==> src/rtl/pc_control.sv <==
// Program counter sequencer: RUN / FLUSH / HALT FSM with conditional jumps.
// Define PC_CALL_STACK_EN to add a STACK_DEPTH-entry return stack for call/ret.
module pc_control #(
   parameter int               PC_W        = 4,
   parameter logic [PC_W-1:0]  RESET_PC    = '0,
   parameter int               STACK_DEPTH = 4
) (
   input  logic            clk,
   input  logic            rst_n,
   input  logic            stall,
   input  logic            jmp_en,
   input  logic [1:0]      jmp_cond,
   input  logic [PC_W-1:0] jmp_addr,
   input  logic            flag_z,
   input  logic            flag_n,
   input  logic            flag_c,
   input  logic            halt_req,
   input  logic            resume,
   input  logic            call_en,
   input  logic            ret_en,
   output logic [PC_W-1:0] pc,
   output logic            flush,
   output logic            halted,
   output logic            stack_err
);

   typedef enum logic [1:0] {RUN, FLUSH, HALT} state_t;

   state_t          state, state_nx;
   logic [PC_W-1:0] pc_nx;
   logic [PC_W-1:0] pc_inc;
   logic            cond_ok;
   logic            taken;

   assign pc_inc = pc + PC_W'(1);

   always_comb begin
      cond_ok = 1'b0;
      unique case (jmp_cond)
         2'b00: cond_ok = 1'b1;
         2'b01: cond_ok = flag_z;
         2'b10: cond_ok = flag_n;
         2'b11: cond_ok = flag_c;
         default: cond_ok = 1'b0;
      endcase
   end

   assign taken = jmp_en & cond_ok;

`ifdef PC_CALL_STACK_EN
   localparam int SP_W  = $clog2(STACK_DEPTH + 1);
   localparam int IDX_W = (STACK_DEPTH > 1) ? $clog2(STACK_DEPTH) : 1;

   logic [PC_W-1:0]  stk [STACK_DEPTH];
   logic [SP_W-1:0]  sp;
   logic [IDX_W-1:0] wr_idx, rd_idx;
   logic             full, empty;
   logic             push, pop, err_set;
   logic             err_q;

   assign wr_idx    = sp[IDX_W-1:0];
   assign rd_idx    = wr_idx - IDX_W'(1);
   assign full      = (sp == SP_W'(STACK_DEPTH));
   assign empty     = (sp == '0);
   assign stack_err = err_q;
`else
   logic unused_cfg;
   assign unused_cfg = ^{call_en, ret_en, (STACK_DEPTH > 0)};
   assign stack_err  = 1'b0;
`endif

   always_comb begin
      state_nx = state;
      pc_nx    = pc;
`ifdef PC_CALL_STACK_EN
      push     = 1'b0;
      pop      = 1'b0;
      err_set  = 1'b0;
`endif
      unique case (state)
         RUN: begin
            if (halt_req) begin
               state_nx = HALT;
            end else if (stall) begin
               pc_nx = pc;
`ifdef PC_CALL_STACK_EN
            end else if (call_en) begin
               // A call on a full stack still jumps; only the return address is lost.
               pc_nx    = jmp_addr;
               state_nx = FLUSH;
               if (full) err_set = 1'b1;
               else      push    = 1'b1;
            end else if (ret_en) begin
               if (empty) begin
                  pc_nx   = pc_inc;
                  err_set = 1'b1;
               end else begin
                  pc_nx    = stk[rd_idx];
                  pop      = 1'b1;
                  state_nx = FLUSH;
               end
`endif
            end else if (taken) begin
               pc_nx    = jmp_addr;
               state_nx = FLUSH;
            end else begin
               pc_nx = pc_inc;
            end
         end
         FLUSH:   state_nx = halt_req ? HALT : RUN;
         HALT:    if (resume && !halt_req) state_nx = RUN;
         default: state_nx = RUN;
      endcase
   end

   always_ff @(posedge clk) begin
      if (!rst_n) begin
         state  <= RUN;
         pc     <= RESET_PC;
         flush  <= 1'b0;
         halted <= 1'b0;
      end else begin
         state  <= state_nx;
         pc     <= pc_nx;
         flush  <= (state_nx == FLUSH);
         halted <= (state_nx == HALT);
      end
   end

`ifdef PC_CALL_STACK_EN
   always_ff @(posedge clk) begin
      if (!rst_n) begin
         sp    <= '0;
         err_q <= 1'b0;
      end else begin
         if (push)    sp    <= sp + SP_W'(1);
         if (pop)     sp    <= sp - SP_W'(1);
         if (err_set) err_q <= 1'b1;
      end
   end

   // Storage needs no reset: entries are only read below the stack pointer.
   always_ff @(posedge clk) begin
      if (push) stk[wr_idx] <= pc_inc;
   end
`endif

endmodule

==> config.mk <==
export PLATFORM = sky130hd
export DESIGN_NAME = pc_control
export DESIGN_NICKNAME = d
export VERILOG_FILES = /design/src/rtl/pc_control.sv
export SDC_FILE = /design/constraint.sdc
export NUM_CORES = 1
export LEC_CHECK = 0
export CAP_MARGIN = 15
export CORE_AREA = 4 4 41 43
export DETAILED_ROUTE_END_ITERATION = 8
export DIE_AREA = 0 0 45 47
export PLACE_DENSITY = 0.69
export SLEW_MARGIN = 40
export SYNTH_ARGS = -nofsm -noshare
export SYNTH_HDL_FRONTEND = slang
export SYNTH_SLANG_ARGS = --single-unit
==> constraint.sdc <==
create_clock -name clk -period 1.45 [get_ports clk]
set_input_delay 0.29 -clock clk [delete_from_list [all_inputs] [get_ports clk]]
set_output_delay 0.29 -clock clk [all_outputs]
set_load 0.02 [all_outputs]
== Word level (Yosys, flattened, before mapping) ==
Index checks and enable logic that the tools add are counted.

* Bits in registers: 8
* Input bits: 17
* Output and inout port bits: 7

* $add $sub $neg: 1
* Equal/unequal tests: 7
* Multiplexer cells: 8
* Bitwise operators: 3
* Reductions and logical operators: 5

{| class="wikitable"
|+ Operators with widths
! operator !! number
|-
| 2-bit two-way mux || 5
|-
| 2-bit == test (second input constant) || 4
|-
| 2-bit by 1-bit == test with 1-bit output (second input constant) || 3
|-
| 2-bit case mux with 3 select lines || 1
|-
| 4-bit by 1-bit adder with 4-bit output (second input constant) || 1
|-
| 2-bit logical NOT || 2
|-
| 4-bit two-way mux || 1
|-
| 1-bit case mux with 4 select lines || 1
|-
| 3-bit AND reduction || 1
|-
| 1-bit inverter || 2
|-
| 1-bit bitwise AND || 1
|-
| 1-bit logical AND || 1
|-
| 1-bit logical NOT || 1
|}

== Depth between registers and ports, before layout ==
Gate-level depths: netlist of the first run.

* Depth after elaboration: 8
* Mapped depth: 4

== Worst setup path after synthesis of the first run ==
Ideal clock, no wire load.

* Path kind: register to register
* From: register state[1]
* To: register pc[3]
* Setup time: 0.074 ns
* Arrival: 1.463 ns
* Path slack: -0.087 ns
* Stages on the path, launching flop included: 5
* Path buffers: 0
* Period minus slack after synthesis: 1.537 ns
* Cell sequence: dfxtp_1 or4_4 or3_1 a21o_1 a31oi_1

* Longest elaborated chain between the ends: 2

{| class="wikitable"
|+ RTL lines
! item !! RTL line !! text
|-
| start, declared || 29 || <nowiki>state_t state, state_nx;</nowiki>
|-
| start signal, assigned || 123 || <nowiki>state <= state_nx;</nowiki>
|-
| 2-bit logical NOT || 80 || <nowiki>unique case (state)</nowiki>
|-
| 3-bit AND reduction (no line) || -- ||
|-
| end signal, assigned || 124 || <nowiki>pc <= pc_nx;</nowiki>
|-
| end, declared || 21 || <nowiki>output logic [PC_W-1:0] pc,</nowiki>
|}

Every way passes these cells.
A chain may end at the register's enable or synchronous reset.

== Worst setup path in the final report of the first run ==
Same ends and word-level chain as after synthesis.

==> results.py, run 1 <==
metrics = {
    "detailed_routing": {
        "drt_iter0_drc": 5,
        "dr.pass1.iters": 4,
        "post_drt_wl_per_cell_um": 11.0,
        "drtAntennaViolNets": 0,
        "routed_wl_um": 978,
        "avgViaCountPerCell": 4.91,
        "vias": 437,
        "drc": 0,
    },
    "grt": {
        "grt_use_total_pct": 11.5,
        "grt_pass1_vias": 422,
        "grt_max_degree": 8,
        "antenna_found_initial": 0,
        "grt_overflow_total": 0,
        "grt_first_pass_wirelength_um": 1670,
    },
    "floorplanning": {
        "core_mm2": 0.00130,
        "dieArea_mm2": 0.00212,
        "dieHeight_um": 47,
        "rows": 13,
        "initial_core_util_pct": 30.1,
        "io_pins": 24,
        "die_w_um": 45,
    },
    "power": {
        "p_leak_uw": 0.000318,
        "vdd_drop_max_mv": 0.427,
        "power_density_mw_per_mm2": 802,
    },
    "min_path": {
        "whs_path_depth": 2,
        "hold_path_end": "pc[3]",
        "hp-start": "pc[3]",
        "holdCritPathClass": "flip-flop to flip-flop",
    },
    "clock_network": {
        "clock_latency_ns": 0.26,
        "cts_buffer_depth": 2,
        "cts.sinks": 8,
        "clkSlewWorstSetupHoldPaths_ns": 0.05,
        "cts_buffers": 3,
        "root_buffer": "clkbuf_4",
        "ctsHoldBuffers": 0,
        "h-tree-depth": 1,
        "cts_tree": "built",
    },
    "place": {
        "dp_hpwl_um": 788,
        "dp_cells": 84,
        "io_buffers": 20,
        "gp_congestion": 0.683,
    },
    "sta": {
        "final.setup.tns_ns": -0.0860,
        "hold_viol": 0,
        "skew_ns": 0.00877,
        "fmax_ghz": 0.651,
        "worst_slack_ns": -0.0860,
        "rsz0062_at_grt": "true",
        "fin_crit_sh_pct": 106,
        "layout_min_cycle_time_ns": 1.54,
        "setup_viol": 1,
        "drv_slew": 0,
    },
    "run_status": {
        "violations": "setup timing",
        "status": "complete, but fails checks",
    },
    "critical_path": {
        "path_class": "flip-flop to flip-flop",
        "reg2reg_depth": 4,
        "cp_max_fo": 4,
        "r2r-start": "state[1]",
        "rrSetupSlack_ns": -0.09,
        "arrival_ns": 1.72,
        "required_ns": 1.63,
        "end_kind": "flip-flop",
        "reg2reg_to": "pc[3]",
        "crit_path_start_kind": "flip-flop",
    },
    "synth": {
        "syn_inst": 44,
        "syn_area_um2": 392,
        "synthDistinctLibCells": 22,
        "synth_nets": 62,
        "synth-seq-cells": 8,
        "synth_warnings": 0,
        "avgSynthCellArea_um2": 8.90,
        "synth-seq-area-share_pct": 40.9,
    },
    "finish": {
        "final_cell_mix": "clkdlybuf4s50_1 (10), dlygate4sd2_1 (9), buf_4 (8), dfxtp_1 (7)",
        "multiInputGateArea_um2": 223,
        "nets": 94,
        "diodes": 0,
        "fillers": 129,
        "area_growth_pct": 75.7,
        "register_area_um2": 161,
        "fin_cells": 89,
        "final_common_cell": "clkdlybuf4s50_1",
        "final_layout_size_suffix_gt1_share_pct": 21.6,
    },
    "flow_run": {
        "max_cap_violations": 0,
    },
}
## logic make-up after synthesis
logic type / share of synthesized area (%)
muxes: 5.11
DFF: 40.9
buffers and inverters: 4.79
other: 0.958
AOI/OAI and AO/OA: 19.5
and+or+nand+nor: 25.6
adders and majority gates: 3.19
## synth_stat cells
library cell  number  area share (%)
dfxtp_1            8              41
nand2_1            4             3.8
nand3_1            4             5.1
a31oi_1            3             4.8
inv_1              3             2.9
a211oi_1           2             3.8
a21o_1             2             3.8
a21oi_1            2             2.6
and3_1             2             3.2
mux2i_1            2             5.1
a211oi_2           1             3.2
buf_4              1             1.9
conb_1             1            0.96
ha_1               1             3.2
nand2b_1           1             1.6
nand3b_1           1             1.9
nor3b_1            1             1.9
nor4_1             1             1.6
o21ai_0            1             1.3
or3_1              1             1.6
or3_2              1             1.9
or4_4              1             2.9
## through the flow
step	hold slack [ns]	total power, µW	setup WS, ns	area [µm²]	utilization (%)
4_1_cts	0.505	556	-0.0927	684	52.6
6_report	0.498	552	-0.0860	688	52.9
3_3_place_gp	0.493	382	-0.462	658	50.6
2_1_floorplan	0.428	303	-0.0110	402	-
3_5_place_dp	0.499	383	-0.489	658	50.6
5_1_grt	0.560	586	-0.159	688	52.9
## flip-flops by register name, indices dropped and copies added (netlist names)
| register | cells |
|---|---|
| halted | 1 |
| pc | 4 |
| state | 2 |
| flush | 1 |
## layer usage
layer,up-vias,wire length [µm],GRT usage [%]
li1,220,-,-
met1,192,426,12.1
met2,21,422,18.4
met3,4,100,5.75
met4,0,29,7.02
met5,-,0,0
## worst max-delay path by stage
stage | start | end | slack [ns] | cells past startpoint
5_1_grt | state[1] | pc[3] | -0.16 | 4
2_1_floorplan | halt_req | pc[3] | -0.01 | 4
4_1_cts | state[0] | pc[3] | -0.09 | 4
3_3_place_gp | halt_req | pc[3] | -0.46 | 5
6_report | state[1] | pc[3] | -0.09 | 4
3_5_place_dp | stall | pc[3] | -0.49 | 5
## critical path: stages (launching register included)
cell and delay, ns:
dfxtp_2 0.32, or4_4 0.52, or3_1 0.32, a21o_1 0.16, a31oi_1 0.14
## layout make-up
type | count | area share (%)
Sequential cell | 8 | 23.5
Timing Repair Buffer | 28 | 36.5
Tap cell | 15 | 2.73
Inverter | 3 | 1.64
Multi-Input combinational cell | 32 | 32.4
Clock buffer | 3 | 3.27
## power breakdown
| group | total, µW | internal, µW | switching (µW) |
|---|---|---|---|
| registers | 243 | 233 | 10.0 |
| clock network | 179 | 95.3 | 83.4 |
| logic | 131 | 76.0 | 54.8 |
## repair_timing
item                       CTS  global route
setup endpoints to repair    9             3
pin swaps                    3             5
resized for setup            9             2
buffers inserted             2             0
Note: power is estimated with default switching activity, not from simulation.
==> inputs of run 2 (changes only) <==
--- a/config.mk
+++ b/config.mk
@@ -5,11 +5,12 @@
 export SDC_FILE = /design/constraint.sdc
 export NUM_CORES = 1
 export LEC_CHECK = 0
+export ABC_AREA = 1
 export CAP_MARGIN = 15
-export CORE_AREA = 4 4 41 43
+export CORE_MARGIN = 4
+export CORE_UTILIZATION = 33
 export DETAILED_ROUTE_END_ITERATION = 8
-export DIE_AREA = 0 0 45 47
-export PLACE_DENSITY = 0.69
+export PLACE_DENSITY = 0.72
 export SLEW_MARGIN = 40
 export SYNTH_ARGS = -nofsm -noshare
 export SYNTH_HDL_FRONTEND = slang
==> run 2 against run 1 <==
The run now ends clean; sequential share of layout area fell by 1.4 points; critical path type is now flip-flop to primary output; largest power group unchanged; critical path depth fell by 3; count of clock-buffer cells in the layout did not move.
==> results.py, run 2 <==
metrics = {
    "run_status": {
        "status": "complete, no violations",
    },
    "clock_network": {
        "clkSlewWorstSetupHoldPaths_ns": 0.05,
        "cts_buffer_depth": 2,
        "root_buffer": "clkbuf_4",
        "cts_tree": "built",
        "ctsHoldBuffers": 0,
        "cts.sinks": 8,
        "h-tree-depth": 1,
        "postCtsSetupBuffers": 0,
        "cts_buffers": 3,
        "clock_latency_ns": 0.25,
    },
    "detailed_routing": {
        "avgViaCountPerCell": 4.51,
        "drtAntennaViolNets": 0,
        "dr.pass1.iters": 3,
        "vias": 456,
        "drc": 0,
        "post_drt_wl_per_cell_um": 9.12,
        "routed_wl_um": 921,
        "drt_iter0_drc": 3,
    },
    "floorplanning": {
        "dieArea_mm2": 0.00206,
        "rows": 13,
        "io_pins": 24,
        "initial_core_util_pct": 35.0,
        "die_w_um": 45.4,
        "dieHeight_um": 45.4,
        "core_mm2": 0.00132,
    },
    "synth": {
        "avgSynthCellArea_um2": 7.69,
        "synth_warnings": 0,
        "synth.most_common_cell": "inv_1",
        "yosys-top-cells-count": "inv_1 (11), dfxtp_1 (8), nand2_1 (7)",
        "syn_inst": 60,
        "synth-seq-area-share_pct": 34.7,
        "yosys.area.top_type": "dfxtp_1",
        "synthFlopType": "dfxtp_1",
        "syn_area_um2": 462,
        "synthArstFlopShare_pct": 0,
        "synth.top_cell.area_share_pct": 34.7,
        "synthDistinctLibCells": 19,
        "synth_nets": 78,
        "synth-edff-count": 0,
        "synth-seq-cells": 8,
        "synthTopCellsByArea": "dfxtp_1 (35%), inv_1 (8.9%), nand3_4 (7.6%), nand2_1 (5.7%), nand2_2 (5.4%)",
    },
    "sta": {
        "drv_slew": 0,
        "hold_viol": 0,
        "setup_viol": 0,
        "skew_ns": 0.00277,
        "fin_crit_sh_pct": 87.2,
        "rsz0062_at_grt": "false",
        "fin_hold_ws_ns": 0.478,
        "final.setup.tns_ns": 0,
        "layout_min_cycle_time_ns": 1.26,
        "fmax_ghz": 0.791,
    },
    "critical_path": {
        "cpMaxStageDelayCell": "dfxtp_1",
        "cp.depth": 1,
        "slowest_delay_ns": 0.38,
        "crit_path_start_kind": "flip-flop",
        "path_class": "flip-flop to primary output",
        "required_ns": 1.16,
        "reg2reg_depth": 5,
        "arrival_ns": 0.97,
        "end_kind": "primary output",
        "cp_max_fo": 4,
        "critPathTopFamily": "flip-flops",
        "rrSetupSlack_ns": 0.44,
        "worst-path-buf-inv": 1,
        "crit_chain": "dlygate4sd2_1",
    },
    "finish": {
        "nets": 106,
        "top_register": "pc",
        "top_regs": "pc: 4 flops, state: 2 flops",
        "diodes": 0,
        "final_layout_size_suffix_gt1_share_pct": 19.8,
        "final_common_cell": "clkdlybuf4s50_1",
        "area_growth_pct": 57.2,
        "final_util_pct": 55.1,
        "largest_reg_flops": 4,
        "final_cell_mix": "clkdlybuf4s50_1 (14), inv_1 (11), dfxtp_1 (8), nand2_1 (7)",
    },
    "power": {
        "p_leak_uw": 0.000371,
        "power_density_mw_per_mm2": 758,
        "vdd_drop_max_mv": 0.319,
        "p_sw_uw": 149,
        "cell_internal_pwr_uw": 402,
        "seq_power_share_pct": 43.6,
        "p_comb_share_pct": 26.1,
        "p_sw_share_pct": 27.0,
        "clkPwrFrac_pct": 30.3,
        "total_power_uw": 550,
    },
    "grt": {
        "grt_overflow_total": 0,
        "grt_max_degree": 9,
        "grt_pass1_vias": 394,
        "grt_first_pass_wirelength_um": 1460,
        "grt_use_total_pct": 9.94,
        "antenna_found_initial": 0,
    },
    "place": {
        "gp_congestion": 0.726,
        "dp_hpwl_um": 781,
        "io_buffers": 20,
    },
    "min_path": {
        "whs_path_depth": 1,
        "holdCritPathClass": "flip-flop to flip-flop",
    },
    "flow_run": {
        "max_cap_violations": 0,
    },
}
run 2: logic make-up after synthesis:
group                      Yosys count  synth area share, %
AOI/OAI and AO/OA                    6                 8.40
xor gates and xnor gates             2                 3.79
adders and majority gates            1                 2.71
buffers and inverters               13                 11.4
DFF                                  8                 34.7
other                                1                0.812
and+or+nand+nor                     29                 38.2
run 2: stage by stage:
step / setup slack (ns) / std cells / instance area [µm²]
floorplan: 0.379 / 60 / 462
global placement: -0.0142 / 98 / 703
detailed placement: -0.0305 / 98 / 703
CTS: 0.00387 / 101 / 721
global route: 0.118 / 101 / 726
finish: 0.185 / 101 / 726
run 2: worst paths after layout:
path                 start  endpoint
setup reg to reg     pc[0]     pc[2]
setup / recovery     pc[0]     pc[0]
hold / removal    state[0]    halted
hold reg to reg   state[0]    halted
run 2: layout make-up:
class	count	area, µm²
tap	15	18.8
clock buffer	3	22.5
multi-input combinational	39	249
inverter	12	45.0
fill	142	592
sequential	8	160
timing repair buffer	24	230
run 2: power groups by stage:
stage                     registers (µW)  clock network, µW  logic (µW)
after floorplan                      256                  0        63.0
after global placement               244                  0         149
after detailed placement             245                  0         150
after CTS                            240                175         146
after global routing                 241                186         158
final                                240                167         144
run 2: layer usage:
metal,vias to the layer above,GRT usage [%],share of wire (%)
met4,0,8.77,1.7
met1,183,10.7,41
met3,2,2.77,12
met5,-,0,0
li1,248,-,-
met2,23,15.6,45
run 2: what timing repair did:
| item | CTS | global route |
|---|---|---|
| resized for setup | 4 | 2 |
| endpoints found under the setup margin | 4 | 2 |
| pin swaps | 0 | 0 |
